[config.mk]
export PLATFORM = sky130hd
export DESIGN_NAME = pipelined_barrel_shifter
export DESIGN_NICKNAME = d
export VERILOG_FILES = /design/src/rtl/shifter_pkg.sv /design/src/rtl/shift_stage.sv /design/src/rtl/pipelined_barrel_shifter.sv
export SDC_FILE = /design/constraint.sdc
export NUM_CORES = 1
export LEC_CHECK = 0
export BUFFER_PORTS_ARGS = -buffer_cell sky130_fd_sc_hd__buf_2
export CORE_ASPECT_RATIO = 0.6
export CORE_MARGIN = 10
export CORE_UTILIZATION = 60
export CTS_CLUSTER_SIZE = 20
export DETAILED_ROUTE_END_ITERATION = 10
export PLACE_DENSITY = 0.94
export SLEW_MARGIN = 5
export SYNTH_ARGS = -nofsm -noshare
export SYNTH_HDL_FRONTEND = slang
export SYNTH_SLANG_ARGS = --single-unit
export TNS_END_PERCENT = 30
[constraint.sdc]
create_clock -name clk -period 1.9 [get_ports clk]
set_input_delay 0.38 -clock clk [delete_from_list [all_inputs] [get_ports clk]]
set_output_delay 0.38 -clock clk [all_outputs]
set_load 0.005 [all_outputs]
[src/rtl/shifter_pkg.sv]
// -----------------------------------------------------------------------------
// shifter_pkg
// Shared types and constants for the pipelined barrel shifter.
//   shift_op_t      : operation select carried alongside each operand
//   SHIFT_DEFAULT_N : default log2 of the data width (also the pipeline depth)
// -----------------------------------------------------------------------------
package shifter_pkg;

    typedef enum logic [1:0] {
        OP_LSR = 2'b00,   // logical right, zero fill at the MSB side
        OP_ASR = 2'b01,   // arithmetic right, fill with the original MSB
        OP_LSL = 2'b10,   // logical left, zero fill at the LSB side
        OP_ROR = 2'b11    // rotate right
    } shift_op_t;

    localparam int SHIFT_DEFAULT_N = 3;

endpackage

[src/rtl/shift_stage.sv]
// -----------------------------------------------------------------------------
// shift_stage
// Combinational shift by a fixed distance of 2**K for one pipeline stage.
// Optional build macro: SHIFTER_STICKY_EN adds the sticky output.
// Parameters:
//   W : data width
//   K : stage index, shift distance is 2**K (must be below log2(W))
// Ports:
//   en       in   shift when 1, pass data through when 0
//   op       in   operation select
//   fill     in   fill bit for arithmetic right shift (original operand MSB)
//   data_in  in   data entering the stage
//   sticky   out  OR of bits dropped past the LSB (LSR/ASR only)
//   data_out out  shifted data
// -----------------------------------------------------------------------------
module shift_stage
    import shifter_pkg::*;
#(
    parameter int W = 8,
    parameter int K = 0
) (
    input  logic         en,
    input  shift_op_t    op,
    input  logic         fill,
    input  logic [W-1:0] data_in,
`ifdef SHIFTER_STICKY_EN
    output logic         sticky,
`endif
    output logic [W-1:0] data_out
);

    localparam int S = 1 << K;

    logic dropped;

    // NOTE: every output of a combinational block gets a default before the
    // case, otherwise an unassigned path infers a latch.
    always_comb begin
        data_out = data_in;
        dropped  = 1'b0;
        if (en) begin
            case (op)
                OP_LSR: begin
                    data_out = {{S{1'b0}}, data_in[W-1:S]};
                    dropped  = |data_in[S-1:0];
                end
                OP_ASR: begin
                    data_out = {{S{fill}}, data_in[W-1:S]};
                    dropped  = |data_in[S-1:0];
                end
                OP_LSL: data_out = {data_in[W-S-1:0], {S{1'b0}}};
                OP_ROR: data_out = {data_in[S-1:0], data_in[W-1:S]};
                default: ;
            endcase
        end
    end

`ifdef SHIFTER_STICKY_EN
    assign sticky = dropped;
`endif

endmodule

[src/rtl/pipelined_barrel_shifter.sv]
// -----------------------------------------------------------------------------
// pipelined_barrel_shifter
// N-stage pipelined barrel shifter on 2**N-bit data with valid/ready on both
// sides. Stage k conditionally shifts by 2**k using bit k of the shift amount.
// Whole pipe advances together: adv = ~out_valid | out_ready.
// Optional build macro: SHIFTER_STICKY_EN adds the sticky output.
// Parameters:
//   N : log2 of data width, shift width and pipeline depth (1..6)
//   W : data width, 2**N (derived)
// Ports:
//   clk       in   rising-edge clock
//   reset     in   asynchronous active-high reset
//   in_valid  in   operand valid
//   in_ready  out  shifter can accept this cycle
//   num       in   operand
//   shift     in   shift amount
//   op        in   operation select
//   out_valid out  result valid
//   out_ready in   consumer accepts result
//   sticky    out  OR of bits shifted out past the LSB (LSR/ASR), optional
//   result    out  shifted operand
// -----------------------------------------------------------------------------
module pipelined_barrel_shifter
    import shifter_pkg::*;
#(
    parameter  int N = SHIFT_DEFAULT_N,
    localparam int W = 1 << N
) (
    input  logic         clk,
    input  logic         reset,
    input  logic         in_valid,
    output logic         in_ready,
    input  logic [W-1:0] num,
    input  logic [N-1:0] shift,
    input  shift_op_t    op,
    output logic         out_valid,
    input  logic         out_ready,
`ifdef SHIFTER_STICKY_EN
    output logic         sticky,
`endif
    output logic [W-1:0] result
);

    logic adv;
    logic accept;

    assign adv      = ~out_valid | out_ready;
    assign in_ready = adv;
    assign accept   = in_valid & adv;

    for (genvar k = 0; k < N; k++) begin : g_stage
        // Shift bits still to be consumed at this stage; bit 0 drives this stage.
        localparam int R = N - k;

        logic [W-1:0] d_in;
        logic [W-1:0] d_out;
        logic [W-1:0] data_q;
        shift_op_t    op_in;
        logic [R-1:0] sh_in;
        logic         fill_in;
        logic         v_in;
        logic         valid_q;
`ifdef SHIFTER_STICKY_EN
        logic         stk_in;
        logic         stk_out;
        logic         sticky_q;
`endif

        if (k == 0) begin : g_head
            // Operands are gated by accept so bubbles carry zeros, never X.
            assign d_in    = accept ? num : '0;
            assign op_in   = accept ? op : OP_LSR;
            assign sh_in   = accept ? shift : '0;
            assign fill_in = accept & num[W-1];
            assign v_in    = accept;
`ifdef SHIFTER_STICKY_EN
            assign stk_in  = 1'b0;
`endif
        end else begin : g_link
            assign d_in    = g_stage[k-1].data_q;
            assign op_in   = g_stage[k-1].g_carry.op_q;
            assign sh_in   = g_stage[k-1].g_carry.sh_q;
            assign fill_in = g_stage[k-1].g_carry.fill_q;
            assign v_in    = g_stage[k-1].valid_q;
`ifdef SHIFTER_STICKY_EN
            assign stk_in  = g_stage[k-1].sticky_q;
`endif
        end

        shift_stage #(
            .W (W),
            .K (k)
        ) u_shift (
            .en       (sh_in[0]),
            .op       (op_in),
            .fill     (fill_in),
            .data_in  (d_in),
`ifdef SHIFTER_STICKY_EN
            .sticky   (stk_out),
`endif
            .data_out (d_out)
        );

        // NOTE: clocked state uses non-blocking assignments so every stage
        // samples the previous stage's pre-edge value.
        always_ff @(posedge clk or posedge reset) begin
            if (reset) begin
                data_q  <= '0;
                valid_q <= 1'b0;
            end else if (adv) begin
                data_q  <= d_out;
                valid_q <= v_in;
            end
        end

`ifdef SHIFTER_STICKY_EN
        always_ff @(posedge clk or posedge reset) begin
            if (reset) begin
                sticky_q <= 1'b0;
            end else if (adv) begin
                sticky_q <= stk_in | stk_out;
            end
        end
`endif

        // Op, fill and remaining shift bits are only needed by later stages.
        if (k < N - 1) begin : g_carry
            shift_op_t    op_q;
            logic [R-2:0] sh_q;
            logic         fill_q;

            always_ff @(posedge clk or posedge reset) begin
                if (reset) begin
                    op_q   <= OP_LSR;
                    sh_q   <= '0;
                    fill_q <= 1'b0;
                end else if (adv) begin
                    op_q   <= op_in;
                    sh_q   <= sh_in[R-1:1];
                    fill_q <= fill_in;
                end
            end
        end
    end

    assign out_valid = g_stage[N-1].valid_q;
    assign result    = g_stage[N-1].data_q;
`ifdef SHIFTER_STICKY_EN
    assign sticky    = g_stage[N-1].sticky_q;
`endif

endmodule
==> out/results.ini, run 1 <==
[grt]
overflow=0
grt_pass1_wl_um=6890
grt_pass1_vias=1422
grt_max_degree=43
grt_usage=0.141
antenna_found_initial=0

[worst_setup_path]
crit_chain=nor2b_4 -> clkinv_4 -> buf_2
worstSetupPathType=reg -> out
rrSetupSlack_ns=0.51
cp.arrival_ns=1.19
path_max_fanout=32
crit_slowest_cell=dfrtp_1
worst_ep_required_time_ns=1.52
critPathLaunchType=register
crit_family=buffers and inverters
cp_slowest_stage_delay_ns=0.34
critPathBufInv=2
end_kind=output port

[finish]
area_delta_synth_final_pct=10.5
antenna_cells=0
layoutNonFillerInstCount=266
regArea_um2=901
drive_gt1_frac=0.165
multiInputGateArea_um2=853
finalNetCount=241
nFillCells=239

[placement]
pre_cts_ws_ns=0.419
port_buffers=26
dp.final_hpwl_um=2920
placed_cells=259
gp_congestion=0.870

[power_and_ir_drop]
power.share.clock=0.212
max-vdd-ir-drop_uv=817
p_sw_frac=0.343
seq_power_share=0.506
p_sw_uw=809
p_int_uw=1550
p_per_area_nw_per_um2=1150
finalPower_uw=2360
comb_power_share=0.282
p_leak_uw=0.000997

[synth]
netlist_top_cells_area=dfrtp_1, nand2_1, mux2i_1, o21ai_0, o211ai_1
mappedNetlistArea_um2=1860
ys_seq_area_frac=0.484
netlist-cell-type-count=25
synth_top_area_cell=dfrtp_1
ys_warn_count=0
synth_most_common_cell=nand2_1
synth_top_area_frac=0.484
synth-seq-cells=36
async_reset_ff_frac=1.00
synth_commonest_cells=nand2_1, dfrtp_1, o21ai_0
synthesis.nets=220
syn_avg_cell_area_um2=9.18
synth_edf_count=0
netlist_instances=203
synthFlopType=dfrtp_1

[die]
ios=27
die-area_um2=5810
rows=15
coreArea_um2=2930
die_h_um=63.2
die_w_um=91.9
start_util=0.636

[clock_tree]
ctsRootBufferMaster=clkbuf_8
clockBufferDepth=2
clkLatencyLatePin_ns=0.28
cts_tree=yes
cts-hold-fix-buffers=0
ctsResizeCount=0
cts_setup_buffers=0
htree_levels=2
path_clk_slew_ns=0.07
numCtsBuffers=5
clock_sinks=36

[timing]
setup_tns_ns=0
final.setup.worst_slack_ns=0.327
setup_viol=0
skew_ns=0.00703
fin_crit_sh=0.828
hold_viol=0
holdWs_ns=0.112
worst_pin_slew_ns=0.505
finalCriticalPeriod_ns=1.57
rsz0062_at_grt=no
finalMaxSlewViolations=0
max_slew_margin=0.663
max_freq_mhz=636

[detailed_routing]
via_per_inst=5.78
drc=0
vias=1537
drt_iter0_markers=133
avgRoutedWirePerCell_um=14.7
ant_nets=0
dr.pass1.iters=4
wl_um=3920

[min_path]
holdCritPathClass=in -> async

[job]
maxCapViolCount=0

[outcome]
status=completed

[path summary, 6_finish.rpt]
check,startpoint,end,depth (start not counted)
max in group asynchronous,reset,g_stage[1].g_carry.fill_q$_DFFE_PP0N_,3
worst min register to register,g_stage[1].valid_q$_DFFE_PP0N_,out_valid$_DFFE_PP0N_,1
worst min-delay path,reset,g_stage[1].data_q[1]$_DFFE_PP0N_,2
worst max-delay path,out_valid$_DFFE_PP0N_,in_ready,3
min in group clk,shift[2],g_stage[0].g_carry.sh_q[1]$_DFFE_PP0N_,3
worst max register to register,out_valid$_DFFE_PP0N_,g_stage[0].data_q[7]$_DFFE_PP0N_,4
[worst reg2reg max path: cells and delay by family, from the launching register on]
kind	cells	cell delay [ns]
buffers and inverters	1	0.25
DFF	1	0.37
AOI/OAI and AO/OA	1	0.15
and+or+nand+nor	2	0.48
[cell usage in the layout, fill, tap and decap left out]
cell type,netlist,layout
mux2_2,1,1
nand3_1,6,6
a31oi_1,7,7
clkbuf_8,0,5
and3_1,4,4
nand2b_1,4,4
and3b_1,2,2
o21ai_0,19,19
nor2_1,1,1
nand2_1,58,58
a2bb2oi_1,2,2
mux2i_1,10,10
clkbuf_1,1,1
buf_2,8,26
a211oi_1,2,2
buf_4,2,1
clkinv_2,0,1
clkinv_4,1,1
inv_1,2,2
o211ai_1,11,11
nor2b_1,9,9
nor2b_4,1,1
a32oi_1,1,1
nand3b_1,8,8
dfrtp_1,36,36
a22oi_1,4,4
buf_12,0,1
[per-layer routing]
layer	share of wire	GRT usage
met1	0.48	0.195
met2	0.45	0.208
met3	0.071	0.0437
met4	0.0056	0.0287
met5	0	0
[cell type report]
cell class / count / share of cell area
Timing Repair Buffer: 28 / 0.0766
Tap cell: 42 / 0.0255
Sequential cell: 36 / 0.438
Clock inverter: 1 / 0.00243
Inverter: 3 / 0.00790
Multi-Input combinational cell: 150 / 0.415
Clock buffer: 6 / 0.0353
[stage by stage]
step	util	instance area, um^2
3_5_place_dp	0.676	1980
5_1_grt	0.703	2060
3_3_place_gp	0.676	1980
2_1_floorplan	-	1860
6_report	0.703	2060
4_1_cts	0.703	2060
[logic make-up (layout without fill, tap and decap cells)]
kind of cell	count (synthesis)	after routing	share of synthesized area
buf+inv	17	38	0.0584
compound gates	46	46	0.157
flops	36	36	0.484
simple gates	93	93	0.241
mux	11	11	0.0598
[state kept, by name, summed over array words and instances, names as in the netlist]
name,flops
g_stage.g_carry.fill_q,2
g_stage.data_q,16
g_stage.g_carry.sh_q,3
out_valid,1
g_stage.valid_q,2
result,8
g_stage.g_carry.op_q,4
[power groups by stage]
stage	registers [uW]	clock network, uW	logic, uW
after detailed placement	1200	0	678
after CTS	1190	514	680
final	1190	500	666
after global routing	1230	540	774
after global placement	1200	0	660
after floorplan	1150	0	525
(Power assumes the default switching activity.)
==> run 2, diff against run 1 <==
Settings changed: CORE_UTILIZATION 60 to 56, PLACE_DENSITY 0.94 to 0.89.
Clock period 1.9 ns to 1.56 ns, I/O delays scaled along.
==> out/results.ini, run 2 (synthesized netlist as in run 1, its figures left out) <==
[outcome]
status=completed

[detailed_routing]
drc=0  ; unchanged
wl_um=4220  ; +7.8%
ant_nets=0  ; unchanged
dr.pass1.iters=4  ; unchanged
via_per_inst=5.67  ; -2.0%
vias=1541  ; +0.26%
drt_iter0_markers=196  ; +47%
avgRoutedWirePerCell_um=15.5  ; +5.4%

[clock_tree]
htree_levels=2  ; unchanged
path_clk_slew_ns=0.06  ; about the same
cts_tree=yes
clockBufferDepth=2  ; unchanged
clock_sinks=36  ; unchanged
clkLatencyLatePin_ns=0.29  ; about the same
numCtsBuffers=5  ; unchanged
ctsRootBufferMaster=clkbuf_8
cts-hold-fix-buffers=0  ; unchanged

[timing]
setup_tns_ns=0  ; unchanged
setup_viol=0  ; unchanged
rsz0062_at_grt=no
max_freq_mhz=658
finalMaxSlewViolations=0  ; unchanged
fin_crit_sh=0.974
worst_pin_slew_ns=0.464  ; -0.0415 ns
skew_ns=0.00515  ; -0.00188 ns
max_slew_margin=0.691  ; +0.0281
finalCriticalPeriod_ns=1.52
hold_viol=0  ; unchanged

[die]
coreArea_um2=3220  ; +10%
ios=27  ; unchanged
rows=16  ; +1
die_w_um=94.5  ; +2.7%
die-area_um2=6110  ; +5.2%
start_util=0.578  ; -0.0583
die_h_um=64.7  ; +2.4%

[worst_setup_path]
critPathBufInv=2  ; unchanged
startpoint=out_valid$_DFFE_PP0N_
crit_family=flip-flops
path_max_fanout=16  ; -50%
cp_slowest_stage_delay_ns=0.35  ; about the same
worst_ep_required_time_ns=1.25  ; -0.27 ns
crit_chain=nor2b_4 -> clkinv_8 -> buf_2
r2r-start=out_valid$_DFFE_PP0N_
critPathLaunchType=register
end_kind=output port
crit_slowest_cell=dfrtp_1
cp.arrival_ns=1.21  ; +0.02 ns
worstSetupPathType=reg -> out

[power_and_ir_drop]
p_leak_uw=0.00101  ; +1.5%
p_per_area_nw_per_um2=1410  ; +23%
max-vdd-ir-drop_uv=783  ; -4.1%

[grt]
grt_pass1_wl_um=7050  ; +2.3%
grt_max_degree=43  ; unchanged
overflow=0  ; unchanged
antenna_found_initial=0  ; unchanged
grt_usage=0.142  ; +0.00136
grt_pass1_vias=1468  ; +3.2%

[finish]
mostFrequentLayoutCells=nand2_1, dfrtp_1, buf_2
finalNetCount=244  ; +1.2%
layoutNonFillerInstCount=272  ; +2.3%
largest_register_ff_count=16  ; unchanged
antenna_cells=0  ; unchanged
finish.instance_area_um2=2090  ; +1.7%
drive_gt1_frac=0.176  ; +0.0110
final_common_cell=nand2_1
nFillCells=294  ; +23%
regArea_um2=901  ; unchanged
area_delta_synth_final_pct=12.4
multiInputGateArea_um2=853  ; unchanged
top_register=g_stage.data_q

[placement]
gp_congestion=0.904  ; +3.8%
place_area_um2=1990  ; +0.57%
placed_cells=263  ; +1.5%
port_buffers=26  ; unchanged
dp.final_hpwl_um=2990  ; +2.4%

[min_path]
holdCritPathClass=in -> async

[job]
maxCapViolCount=0  ; unchanged

run 2: cell types whose count changed in the layout (fill, tap and decap cells not counted), sizes merged:
cell  delta
inv      +1
buf      +2
run 2: cell type report:
type / count / share of cell area
flip-flops and latches: 36 / 0.430
multi-input cells: 150 / 0.408
repair inverters: 1 / 0.00418
clock buffers: 6 / 0.0347
repair buffers: 30 / 0.0825
well taps: 45 / 0.0269
inverters: 3 / 0.0114
clock inverters: 1 / 0.00239
run 2: final timing paths:
| kind | slack, ns | cells after the start | to |
|---|---|---|---|
| setup / recovery | 0.04 | 3 | in_ready |
| hold / removal | 0.11 | 3 | g_stage[0].data_q[2]$_DFFE_PP0N_ |
| setup reg to reg | 0.25 | 4 | g_stage[0].data_q[7]$_DFFE_PP0N_ |
| hold reg to reg | 0.47 | 1 | out_valid$_DFFE_PP0N_ |
| max in group asynchronous | 1.14 | 3 | result[3]$_DFFE_PP0N_ |
| min in group clk | 0.24 | 3 | g_stage[0].g_carry.sh_q[0]$_DFFE_PP0N_ |
run 2: routing by layer:
| metal | track usage | vias up | wire [um] |
|---|---|---|---|
| met5 | 0 | - | 0 |
| met4 | 0.0539 | 0 | 65 |
| met3 | 0.0460 | 10 | 319 |
| met2 | 0.203 | 46 | 1840 |
| met1 | 0.194 | 736 | 2000 |
| li1 | - | 749 | - |
run 2: power by group:
| part | switching, uW | internal, uW | leakage, uW |
|---|---|---|---|
| Combinational | 476 | 401 | 0.000510 |
| Sequential | 249 | 1210 | 0.000462 |
| Clock | 314 | 303 | 0.0000410 |
| Total | 1040 | 1920 | 0.00101 |
run 2: worst register-to-register path, stage by stage, from the launching register on:
cell     delay (ns)
dfrtp_1        0.38
nor2b_4        0.17
buf_12         0.17
nor2_1         0.30
a32oi_1        0.15
run 2: what timing repair did:
item / 4_1_cts / 5_1_grt
pin swaps: 0 / 0
gates resized for setup: 1 / 0
endpoints found under the hold margin: 0 / 0
cloned: 0 / 1
endpoints found under the setup margin: 1 / 1
setup buffers: 0 / 1
run 2: through the flow:
stage / total power, uW / utilization / worst slack [ns] / hold slack [ns]
floorplan: 2040 / - / 0.422 / 0.430
detailed placement: 2330 / 0.618 / 0.239 / 0.435
global route: 3170 / 0.649 / 0.0128 / 0.150
CTS: 2950 / 0.644 / 0.00521 / 0.127
finish: 2960 / 0.649 / 0.0409 / 0.109
global placement: 2290 / 0.618 / 0.264 / 0.428
==> run 3, diff against run 2 <==
Settings changed: CTS_BUF_LIST from default to sky130_fd_sc_hd__clkbuf_16.
==> out/results.ini, run 3 (synthesized netlist as in run 1, its figures left out) <==
[timing]
setup_viol=0  ; unchanged
rsz0062_at_grt=no
finalMaxSlewViolations=0  ; unchanged
setup_tns_ns=0  ; unchanged
skew_ns=0.00332  ; -0.00183 ns
final.setup.worst_slack_ns=0.0596  ; +0.0188 ns
max_freq_mhz=667  ; +1.3%
worst_pin_slew_ns=0.462  ; -0.00204 ns
max_slew_margin=0.692  ; +0.00136
fin_crit_sh=0.962  ; -0.0120
hold_viol=0  ; unchanged
finalCriticalPeriod_ns=1.50  ; -0.0188 ns

[clock_tree]
ctsRootBufferMaster=clkbuf_16
htree_levels=2  ; unchanged
path_clk_slew_ns=0.05  ; about the same
cts_tree=yes
clkLatencyLatePin_ns=0.28  ; about the same
clockBufferDepth=2  ; unchanged
numCtsBuffers=5  ; unchanged
cts-hold-fix-buffers=0  ; unchanged
clock_sinks=36  ; unchanged

[grt]
grt_pass1_vias=1461  ; -0.48%
antenna_found_initial=0  ; unchanged
grt_max_degree=43  ; unchanged
grt_pass1_wl_um=7130  ; +1.2%
grt_usage=0.145  ; +0.00285
overflow=0  ; unchanged

[detailed_routing]
drc=0  ; unchanged
avgRoutedWirePerCell_um=15.7  ; +1.1%
drt_iter0_markers=236  ; +20%
ant_nets=0  ; unchanged
dr.pass1.iters=4  ; unchanged
wl_um=4270  ; +1.1%
vias=1551  ; +0.65%
via_per_inst=5.70  ; +0.65%

[power_and_ir_drop]
max-vdd-ir-drop_uv=881  ; +12%
p_per_area_nw_per_um2=1520  ; +7.4%
finalPower_uw=3260  ; +10%
p_leak_uw=0.00104  ; +2.9%

[placement]
dp.final_hpwl_um=2990  ; unchanged
gp_congestion=0.904  ; unchanged
placed_cells=263  ; unchanged
port_buffers=26  ; unchanged
pre_cts_ws_ns=0.239  ; unchanged

[finish]
fin_util=0.667  ; +0.0175
largest_register_ff_count=16  ; unchanged
antenna_cells=0  ; unchanged
nFillCells=280  ; -4.8%
area_delta_synth_final_pct=15.4
multiInputGateArea_um2=853  ; unchanged
layoutNonFillerInstCount=272  ; unchanged
final_common_cell=nand2_1
regArea_um2=901  ; unchanged
drive_gt1_frac=0.176  ; unchanged
finalNetCount=244  ; unchanged
top_register=g_stage.data_q
mostFrequentLayoutCells=nand2_1, dfrtp_1, buf_2

[die]
rows=16  ; unchanged
ios=27  ; unchanged
die-area_um2=6110  ; unchanged
die_w_um=94.5  ; unchanged
coreArea_um2=3220  ; unchanged
die_h_um=64.7  ; unchanged
start_util=0.578  ; unchanged

[worst_setup_path]
path_max_fanout=16  ; unchanged
rr_worst_depth=4  ; unchanged
end_kind=output port
rrSetupSlack_ns=0.26  ; about the same
r2r-end=g_stage[0].data_q[7]$_DFFE_PP0N_
worst_ep_required_time_ns=1.25  ; about the same
critPathLaunchType=register
worstSetupPathType=reg -> out
cp.arrival_ns=1.19  ; -0.02 ns
r2r-start=out_valid$_DFFE_PP0N_

[job]
maxCapViolCount=0  ; unchanged

[outcome]
status=completed

[min_path]
holdCritPathClass=in -> async

==> run 3: cell types whose count changed in the layout (fill, tap and decap cells not counted), sizes merged <==
cell    before  now
clkbuf       6    5
inv          3    4
==> run 3: worst max-delay path by stage <==
stage                               start  endpoint  slack, ns
floorplan           out_valid$_DFFE_PP0N_  in_ready       0.42
global placement                out_ready  in_ready       0.26
detailed placement              out_ready  in_ready       0.24
CTS                 out_valid$_DFFE_PP0N_  in_ready       0.02
global route        out_valid$_DFFE_PP0N_  in_ready       0.03
finish              out_valid$_DFFE_PP0N_  in_ready       0.06
==> run 3: cell type report <==
| cell class | instances | area share |
|---|---|---|
| inverter | 3 | 0.0111 |
| clock inverter | 2 | 0.00407 |
| timing repair buffer | 30 | 0.0803 |
| tap | 45 | 0.0262 |
| multi-input combinational | 150 | 0.397 |
| clock buffer | 5 | 0.0582 |
| sequential | 36 | 0.419 |
| timing repair inverter | 1 | 0.00407 |
==> run 3: critical path: stages (launching register included) <==
cell and delay [ns]:
dfrtp_1 0.34, nor2b_4 0.28, clkinv_8 0.13, buf_2 0.15
==> run 3: timing repair <==
| action | 4_1_cts | 5_1_grt |
|---|---|---|
| setup endpoints to repair | 1 | 1 |
| gates resized for setup | 1 | 0 |
| cloned | 0 | 1 |
| buffers inserted | 0 | 1 |
==> run 3: routing by layer <==
| layer | global-route usage | vias to the layer above | wire [um] |
|---|---|---|---|
| li1 | - | 752 | - |
| met1 | 0.199 | 737 | 2020 |
| met2 | 0.206 | 57 | 1880 |
| met3 | 0.0506 | 5 | 326 |
| met4 | 0.0502 | 0 | 43 |
| met5 | 0 | - | 0 |
==> run 3: power breakdown <==
| group | internal, uW | switching, uW | total [uW] |
|---|---|---|---|
| Combinational | 401 | 478 | 878 |
| Clock | 572 | 344 | 916 |
| Sequential | 1220 | 249 | 1470 |
| Total | 2190 | 1070 | 3260 |
==> run 3: metrics by stage <==
| stage | hold WS, ns | instance area (um^2) |
|---|---|---|
| after floorplan | 0.430 | 1860 |
| after global placement | 0.428 | 1990 |
| after detailed placement | 0.435 | 1990 |
| after CTS | 0.144 | 2130 |
| after global routing | 0.169 | 2150 |
| final | 0.137 | 2150 |
